**src/rtl/btn_onehot_source.sv**
```systemverilog
// btn_onehot_source: synchronises and debounces button lines, emits latched presses as one-hot words lowest index first
module btn_onehot_source #(
    parameter int WIDTH     = 8,
    parameter int DB_CYCLES = 4,
    parameter int CNT_W     = $clog2(DB_CYCLES)
) (
    input  logic             clk,
    input  logic             rst_n,
    input  logic [WIDTH-1:0] btn,
    input  logic             out_ready,
    output logic             out_valid,
    output logic [WIDTH-1:0] v,
    output logic [WIDTH-1:0] pending
);
    localparam logic [CNT_W-1:0] CNT_MAX = CNT_W'(DB_CYCLES - 1);

    logic [WIDTH-1:0] s1, s2, db, db_nxt, rise, lowest;
    logic [CNT_W-1:0] cnt [WIDTH];
    logic [CNT_W-1:0] cnt_nxt [WIDTH];
    logic             load;

    always_comb begin
        for (int i = 0; i < WIDTH; i++) begin
            db_nxt[i]  = (s2[i] != db[i] && cnt[i] == CNT_MAX) ? s2[i] : db[i];
            cnt_nxt[i] = (s2[i] == db[i] || cnt[i] == CNT_MAX) ? '0 : cnt[i] + CNT_W'(1);
        end
    end

    assign rise   = db_nxt & ~db;
    // two's-complement trick isolates the lowest set bit (zero when nothing pending)
    assign lowest = pending & (~pending + WIDTH'(1));
    assign load   = !out_valid || out_ready;

    always_ff @(posedge clk or negedge rst_n) begin
        if (!rst_n) begin
            s1        <= '0;
            s2        <= '0;
            db        <= '0;
            cnt       <= '{default: '0};
            pending   <= '0;
            out_valid <= 1'b0;
            v         <= '0;
        end else begin
            s1      <= btn;
            s2      <= s1;
            db      <= db_nxt;
            cnt     <= cnt_nxt;
            pending <= (load ? pending & ~lowest : pending) | rise;
            if (load) begin
                v         <= lowest;
                out_valid <= |pending;
            end
        end
    end
endmodule

```
**config.mk**
```make
export PLATFORM = sky130hd
export DESIGN_NAME = btn_onehot_source
export DESIGN_NICKNAME = d
export VERILOG_FILES = /design/src/rtl/btn_onehot_source.sv
export SDC_FILE = /design/constraint.sdc
export NUM_CORES = 1
export LEC_CHECK = 0
export BUFFER_PORTS_ARGS = -buffer_cell sky130_fd_sc_hd__buf_4
export CORE_ASPECT_RATIO = 0.8
export CORE_UTILIZATION = 53
export DETAILED_ROUTE_END_ITERATION = 12
export HOLD_SLACK_MARGIN = 0.06
export PLACE_DENSITY_LB_ADDON = 0.1
export SYNTH_ARGS = -nofsm -noshare
export SYNTH_HDL_FRONTEND = slang
export SYNTH_SLANG_ARGS = --single-unit
```
**constraint.sdc**
```tcl
create_clock -name clk -period 2.3 [get_ports clk]
set_clock_uncertainty 0.1 [all_clocks]
set_input_delay 0.46 -clock clk [delete_from_list [all_inputs] [get_ports clk]]
set_output_delay 0.46 -clock clk [all_outputs]
set_load 0.005 [all_outputs]
```
# After elaboration in Yosys (flattened, before gate mapping)
# Cells that the tools add are included.
# Widths: inputs -> output; s select.
[op_classes]
n_addsub = 9
mul = 0
div = 0
n_lt_le_gt_ge = 0
n_eq_ne = 24
shifts = 0
n_mux = 17
n_bitwise = 7
n_reduce_logical = 19
[ops]
columns = ["op", "n"]
rows = [
  ["$and 8x8->8", 3],
  ["$not 8->8", 3],
  ["$add 2x1->2 const B", 8],
  ["$eq 2x2->1 const B", 8],
  ["$mux 2", 8],
  ["$logic_or 1x1->1", 9],
  ["$add 8x1->8 const B", 1],
  ["$eq 1x1->1", 8],
  ["$logic_and 1x1->1", 8],
  ["$mux 1", 8],
  ["$mux 8", 1],
  ["$ne 1x1->1", 8],
  ["$or 8x8->8", 1],
  ["$reduce_or 8->1", 1],
  ["$logic_not 1->1", 1],
]
[totals]
ff_bits = 57
latchBits = 0
ramBits = 0
mem_bits_ro = 0
inputBits = 11
wordCells = 90
memories = 0

# Longest topological paths before layout
# Gate-level depths: netlist (run 1).
[depth]
word_depth = 7
mapped_depth = 5
mapped_depth_nobuf = 4

# Worst setup path before layout (run 1)
# No wires, ideal clock.
[synth_path]
path_type = "flip-flop to flip-flop"
from = "reg pending[3]"
to = "reg out_valid"
setup_time_ns = 0.131
arrival_ns = 1.642
t_required_ns = 2.069
path_slack_ns = 0.427
stages_incl_launch_ff = 4
n_path_buf = 0
period_less_slack_ns = 1.873
path_cell_list = "dfrtp_1 > or4_1 > or4_4 > or3_1"
[synth_between]
elab_chain_len = 1
[synth_lines]
columns = ["item", "line_no", "source"]
rows = [
  ["start, declared", "13", "output logic [WIDTH-1:0] pending"],
  ["start signal, assigned", "48", "pending <= (load ? pending & ~lowest : pending) | rise;"],
  ["$reduce_or 8->1", "51", "out_valid <= |pending;"],
  ["end signal, assigned", "51", ""],
  ["end, declared", "11", "output logic out_valid,"],
]
# Every way passes these cells.
# A chain may end at the register's enable or synchronous reset.

# Worst setup path after layout (run 1)
# Same ends and word-level chain as after synthesis.

==> results of run 1 <==
## registers in the layout, summed over array words and instances (netlist names)
name and flops:
out_valid 1, s1 8, db 8, s2 8, v 8, pending 8, cnt 16
## worst register-to-register path, delay by kind of cell, from the launching register on
family / cells / cell delay [ns]
simple gates: 3 / 1.29
flops: 1 / 0.42
## path summary, 6_finish.rpt
kind                                    endpoint  slack [ns]  cells past startpoint
min reg2reg                      s2[4]$_DFF_PN0_        0.25                      0
max                        out_valid$_DFFE_PN0N_        0.37                      3
min in group clk                 s1[5]$_DFF_PN0_        0.13                      1
min                             cnt[4]$_DFF_PN0_        0.07                      1
max reg2reg                out_valid$_DFFE_PN0N_        0.37                      3
max in group asynchronous       cnt[1]$_DFF_PN0_        1.58                      1
## cell type report
class,instances,area share
sequential,57,0.578
tap,42,0.0213
multi-input combinational,82,0.229
clock buffer,13,0.0643
clock inverter,3,0.00608
timing repair buffer,28,0.0851
inverter,11,0.0167
## layout by cell type, fill, tap and decap left out, types with 2 or more instances in the layout
master	Yosys	layout
mux2_2	2	2
dfrtp_1	57	57
nor3_1	10	10
clkbuf_8	0	11
ha_1	8	8
buf_4	1	28
o21ai_0	14	14
o22ai_1	3	3
nor3b_1	8	8
clkinv_2	0	3
xnor2_1	8	8
clkbuf_1	2	2
inv_1	11	11
nand2_1	14	14
a22o_1	3	3
## power by group
group	switching [uW]	internal, uW	total (uW)
Sequential	156	1240	1390
Combinational	266	315	580
Clock	361	444	805
## layer usage
layer	global-route usage	routed length [um]	vias to the layer above	share of wire
met4	0.118	72	0	0.023
met2	0.280	1470	28	0.46
met3	0.0870	161	10	0.051
met1	0.209	1450	599	0.46
met5	0	0	-	0
li1	-	-	601	-
## per-stage QoR
| stage | power (uW) | hold WS (ns) | utilization | cells | worst slack [ns] |
|---|---|---|---|---|---|
| floorplan | 1790 | 0.0644 | - | 154 | 0.427 |
| global placement | 1940 | 0.232 | 0.644 | 220 | 0.400 |
| detailed placement | 2000 | 0.237 | 0.644 | 220 | 0.375 |
| CTS | 2820 | 0.0858 | 0.693 | 236 | 0.365 |
| global route | 2980 | 0.113 | 0.693 | 236 | 0.299 |
| finish | 2780 | 0.0738 | 0.693 | 236 | 0.369 |
## cell families after synthesis
logic type / Yosys count / synth area share
muxes: 2 / 0.0110
DFF: 57 / 0.695
buffers and inverters: 15 / 0.0299
adders and majority gates: 8 / 0.0488
xor gates and xnor gates: 8 / 0.0341
AOI/OAI and AO/OA: 24 / 0.0737
and+or+nand+nor: 40 / 0.108
==> metrics.txt, run 1 <==
fillers 259; initial antenna violation count 0; #FFs+latches synth 57; synth cell count leaders dfrtp_1, nand2_1, o21ai_0, inv_1, nor3_1; Post-DRT Antenna Nets 0; max_cap viols 0; Worst Path Buf+Inv 0; DR vias 1238; largest cells by area after synthesis dfrtp_1, ha_1, o21ai_0; Via density 5.25; area of the multi-input gates 566 um2; CTS root buffer clkbuf_8; required time of the critical path 2.41 ns; Synth Instances 154; Die Span Y 57.7 um; register area 1430 um2; r2r startpoint pending[3]$_DFF_PN0_; Final Hold Fails 0; Worst-path clk slew 0.06 ns; Final min period 1.93 ns; Slew Viols, Final 0; leading cell type by number of instances after synthesis dfrtp_1; Leak 0.00121 uW; peak supply drop 0.000600 V; cell taking the most area after synthesis dfrtp_1; first-pass GRT wire length 5330 um; Final TNS setup 0 ns; setup bufs post-CTS 0; CP Launch Type register; Pwr Density 1130 nW/um2; share of the synthesized area in the top cell type 0.695; drt drc 0; Post-Syn Area 2050 um2; largest net degree at the start of global routing 58; Slew HR 0.551; number of global-route vias before repair 1235; Initial Util 0.576; placed inst area 2300 um2; Hold-fix buffers, CTS 0; worst-case clock buffer depth 2; layout cells sized above 1 0.242; period utilisation layout 0.839; CTS tree yes; die area 4130 um2; asr flop ratio synth 1.00; CP delay by family, top simple AND/OR/NAND/NOR gates; CTS-repair resized insts 0; Post-synth EDFFs 0; Detailed Route WL 3150 um; Critical Path AT 2.04 ns; # rows 19; outcome finished, final reports clean; final setup fails 0; diodes inserted 0; clk sink count 57; Crit. Startpoint pending[3]$_DFF_PN0_; Skew-Pair Late Insertion Delay 0.33 ns; nature of the critical path endpoint register; critical path class reg2reg; Avg Cell Area, Syn 13.3 um2; H-tree depth 3; DRT iter0 DRCs 61; fin area 2470 um2; Critical-path top delay cell or4_1; DR pass1 iterations 5; Detail Placement HPWL 2120 um; fmax 518 MHz; GRT overflow 0; post-synth cell types 26; Port Buf Inserts 27; GRT Overall Usage 0.183; Area Growth Syn to Fin 20.3%; final net count 208; RSZ-0062 raised after global routing false; die width 71.6 um; sequential-to-total area share from yosys stat 0.695; Yosys warnings 0; CP Max Fanout 5; routed length per instance 13.4 um; Syn Nets 173; min-delay worst type in2async; cell breakdown of the critical path or4_1, or4_4, or3_1; CTS buffer count 9; gpl congestion 0.701; crit-path max cell delay 0.52 ns; core area 3570 um2; Tightest Pin Transition 0.673 ns; # IOs 28; Synth Flop Type dfrtp_1
Note: power is estimated with default switching activity, not from simulation.
==> inputs of run 2 (changes only) <==
Settings changed: CORE_UTILIZATION 53 to 50.
Clock period 2.3 ns to 1.5 ns, I/O delays scaled along.
==> metrics.txt, run 2 (synthesized netlist as in run 1, its figures left out) <==
Pwr Density 1630 nW/um2; largest net degree at the start of global routing 30; sw frac 0.281; setup ws final -0.410 ns; Post-DRT Antenna Nets 0; Slew Viols, Final 0; routed length per instance 13.2 um; die width 73.6 um; # IOs 28; Skew-Pair Late Insertion Delay 0.33 ns; fillers 299; max FFs per register 16; diodes inserted 0; final net count 227; Detail Placement HPWL 2460 um; final std cells w/o fill 266; Via density 4.93; DR vias 1312; Port Buf Inserts 27; failing checks negative setup slack; Tightest Pin Transition 0.365 ns; most frequent cells in the layout dfrtp_1, buf_4, nand2_1; period utilisation layout 1.27; Leak 0.00130 uW; DR pass1 iterations 4; end-of-flow core utilization 0.699; gpl congestion 0.715; met2 wire length 1740 um; # rows 20; Area Growth Syn to Fin 31.3%; layout cells sized above 1 0.280; clk sink count 57; required time of the critical path 1.60 ns; peak supply drop 0.000946 V; CP Max Fanout 3; die area 4370 um2; critical path class reg2reg; most common cell after layout, fill and taps aside dfrtp_1; Final Hold Fails 0; Die Span Y 59.3 um; final setup fails 5; CTS tree yes; routed wl met3 189 um; drt drc 0; Detailed Route WL 3510 um; WL met1 1520 um; CP Launch Type register; Critical Path AT 2.01 ns; GRT Overall Usage 0.195; max_cap viols 0; Initial Util 0.533; CTS root buffer clkbuf_8; DRT iter0 DRCs 74; number of global-route vias before repair 1334; Top Layer Used met4; Placement Setup Slack -0.384 ns; nature of the critical path endpoint register; fmax 524 MHz; min-delay worst type reg2reg; clock network fraction of total power 0.271; combinational group share of total power 0.245; Slew HR 0.757; Psw 1240 uW; sequential power share 0.484; H-tree depth 3; Final min period 1.91 ns; Reg with most FFs cnt; GRT overflow 0; Internal 3170 uW; outcome finished, violations left; core area 3850 um2; first-pass GRT wire length 5880 um; RSZ-0062 raised after global routing true; initial antenna violation count 0; worst-case clock buffer depth 2; CTS buffer count 9; Worst-path clk slew 0.06 ns; # placed instances 242
-- run 2: path summary, 6_finish.rpt --
kind / start / endpoint / slack (ns) / cells after the start
worst max-delay path: pending[5]$_DFF_PN0_ / out_valid$_DFFE_PN0N_ / -0.41 / 3
worst min-delay path: s1[5]$_DFF_PN0_ / s2[5]$_DFF_PN0_ / 0.25 / 0
worst min register to register: s1[5]$_DFF_PN0_ / s2[5]$_DFF_PN0_ / 0.25 / 0
min in group asynchronous: rst_n / cnt[14]$_DFF_PN0_ / 0.33 / 2
max in group asynchronous: rst_n / cnt[0]$_DFF_PN0_ / 0.49 / 3
worst max register to register: pending[5]$_DFF_PN0_ / out_valid$_DFFE_PN0N_ / -0.41 / 3
-- run 2: what timing repair did --
item | in CTS | in global routing
endpoints found under the hold margin | 35 | 0
resized for setup | 9 | 4
setup buffers | 1 | 4
setup endpoints to repair | 9 | 8
hold buffers | 9 | 0
pin swaps | 4 | 3
-- run 2: area by class of cell --
| cell class | instances | area (um2) | area share |
|---|---|---|---|
| Timing Repair Buffer | 47 | 395 | 0.147 |
| Inverter | 11 | 41.3 | 0.0153 |
| Tap cell | 55 | 68.8 | 0.0255 |
| Sequential cell | 57 | 1430 | 0.529 |
| Multi-Input combinational cell | 82 | 601 | 0.223 |
| Clock buffer | 14 | 163 | 0.0604 |
-- run 2: routing by layer --
layer | track usage | up-vias
li1 | - | 638
met1 | 0.224 | 639
met2 | 0.312 | 29
met3 | 0.0918 | 6
met4 | 0.0907 | 0
met5 | 0 | -
-- run 2: worst max-delay path: stages, from the launching register on --
cell and delay [ns]:
dfrtp_1 0.40, or4_4 0.53, or4_4 0.43, or3_1 0.32
-- run 2: power by group through the flow --
stage	Combinational (uW)	Sequential, uW	Clock [uW]
after floorplan	631	2110	0
after global placement	920	2120	0
after detailed placement	1010	2160	0
after CTS	1090	2130	1240
after global routing	1220	2170	1300
final	1080	2130	1190
-- run 2: through the flow --
stage	setup TNS (ns)	power (uW)	hold WS [ns]	instance area, um2
final	-1.70	4400	0.248	2700
after global placement	-1.68	3040	0.136	2390
after CTS	-1.68	4450	0.250	2690
after detailed placement	-2.28	3160	0.141	2390
after global routing	-1.90	4690	0.255	2700
after floorplan	-1.16	2740	-0.0956	2050
==> inputs of run 3 (changes only) <==
Settings changed: REMOVE_ABC_BUFFERS set to 1.
==> metrics.txt, run 3 (synthesized netlist as in run 1, its figures left out) <==
gpl congestion 0.765; Initial Util 0.533; worst-case clock buffer depth 2; layout cells sized above 1 0.291; max FFs per register 16; clk sink count 57; GRT Overall Usage 0.200; period utilisation layout 1.24; die area 4370 um2; clock network fraction of total power 0.277; crit-path max cell delay 0.49 ns; fillers 295; Post-DRT Antenna Nets 0; CP delay by family, top simple AND/OR/NAND/NOR gates; drt drc 0; first-pass GRT wire length 6040 um; initial antenna violation count 0; Slew HR 0.755; final setup fails 5; Worst Path Buf+Inv 0; # rows 20; Final Hold Fails 0; DRT iter0 DRCs 52; Internal 3190 uW; DR vias 1311; Reg with most FFs cnt; Area Growth Syn to Fin 32.1%; most common cell after layout, fill and taps aside dfrtp_1; Placement Setup Slack -0.359 ns; outcome finished, violations left; register area 1430 um2; H-tree depth 3; CTS tree yes; min-delay worst type reg2reg; combinational group share of total power 0.247; Skew-Pair Late Insertion Delay 0.33 ns; failing checks negative setup slack; number of global-route vias before repair 1353; Via density 4.89; GRT overflow 0; # placed instances 242; critical path class reg2reg; die width 73.6 um; max_cap viols 0; Port Buf Inserts 27; Leak 0.00132 uW; Worst-path clk slew 0.07 ns; placed inst area 2390 um2; CTS root buffer clkbuf_8; CTS buffer count 9; cell breakdown of the critical path or4_1, or4_4, or3_1; Detailed Route WL 3610 um; fmax 539 MHz; final std cells w/o fill 268; most frequent cells in the layout dfrtp_1, buf_4, nand2_1; sw frac 0.284; Tightest Pin Transition 0.368 ns; largest net degree at the start of global routing 32; routed length per instance 13.5 um; Die Span Y 59.3 um; required time of the critical path 1.60 ns; fin area 2710 um2; Pwr Density 1650 nW/um2; nature of the critical path endpoint register; Slew Viols, Final 0; Critical-path top delay cell or4_1; core area 3850 um2; DR pass1 iterations 3; peak supply drop 0.000874 V; Critical Path AT 1.96 ns; final net count 227; sequential power share 0.476; RSZ-0062 raised after global routing true; Final min period 1.85 ns; CP Launch Type register; diodes inserted 0; # IOs 28; CP Max Fanout 4; Psw 1270 uW; area of the multi-input gates 609 um2; end-of-flow core utilization 0.704; setup ws final -0.354 ns; Detail Placement HPWL 2420 um
[run 3: changes by cell type in the layout (fill, tap and decap cells not counted), sizes merged]
cell	change
clkbuf	-1
clkinv	+3
[run 3: worst paths after layout]
check	from	to	slack, ns	cells after the start
min	s1[0]$_DFF_PN0_	s2[0]$_DFF_PN0_	0.25	0
max in group asynchronous	rst_n	cnt[15]$_DFF_PN0_	0.48	3
max	pending[2]$_DFF_PN0_	out_valid$_DFFE_PN0N_	-0.35	3
max reg2reg	pending[2]$_DFF_PN0_	out_valid$_DFFE_PN0N_	-0.35	3
min in group asynchronous	rst_n	cnt[6]$_DFF_PN0_	0.34	2
min reg2reg	s1[0]$_DFF_PN0_	s2[0]$_DFF_PN0_	0.25	0
[run 3: through the flow]
stage               setup TNS [ns]  hold slack, ns  total power (uW)
global placement             -1.54           0.134              3050
global route                 -1.76           0.254              4790
floorplan                    -1.29         -0.0956              2730
CTS                          -1.53           0.249              4490
detailed placement           -1.80           0.142              3150
finish                       -1.40           0.246              4460
[run 3: worst reg2reg max path, delay by kind of cell, from the launching register on]
kind / cells / cell delay, ns
flip-flops: 1 / 0.38
AND/OR/NAND/NOR: 3 / 1.25
[run 3: final cells by class]
cell class              count  share of cell area
clock buffers              13              0.0586
clock inverters             3             0.00554
inverters                  11              0.0152
multi-input cells          82               0.225
flip-flops and latches     57               0.526
well taps                  55              0.0254
repair buffers             47               0.144
[run 3: power by group through the flow]
stage,clock (uW),combinational (uW),sequential [uW]
after floorplan,0,614,2110
after global placement,0,922,2120
after detailed placement,0,997,2150
after CTS,1260,1100,2130
after global routing,1360,1260,2170
final,1230,1100,2130
[run 3: per-layer routing]
layer	share of wire	vias up	global-route usage
met5	0	-	0
met4	0.021	0	0.102
met3	0.037	9	0.0986
met2	0.50	26	0.315
met1	0.44	640	0.227
li1	-	636	-
[run 3: what timing repair did]
item / 4_1_cts / 5_1_grt
resized for setup: 7 / 4
hold buffers: 9 / 0
setup endpoints to repair: 9 / 8
hold endpoints to repair: 34 / 0
buffers inserted: 2 / 0
pin swaps: 4 / 4
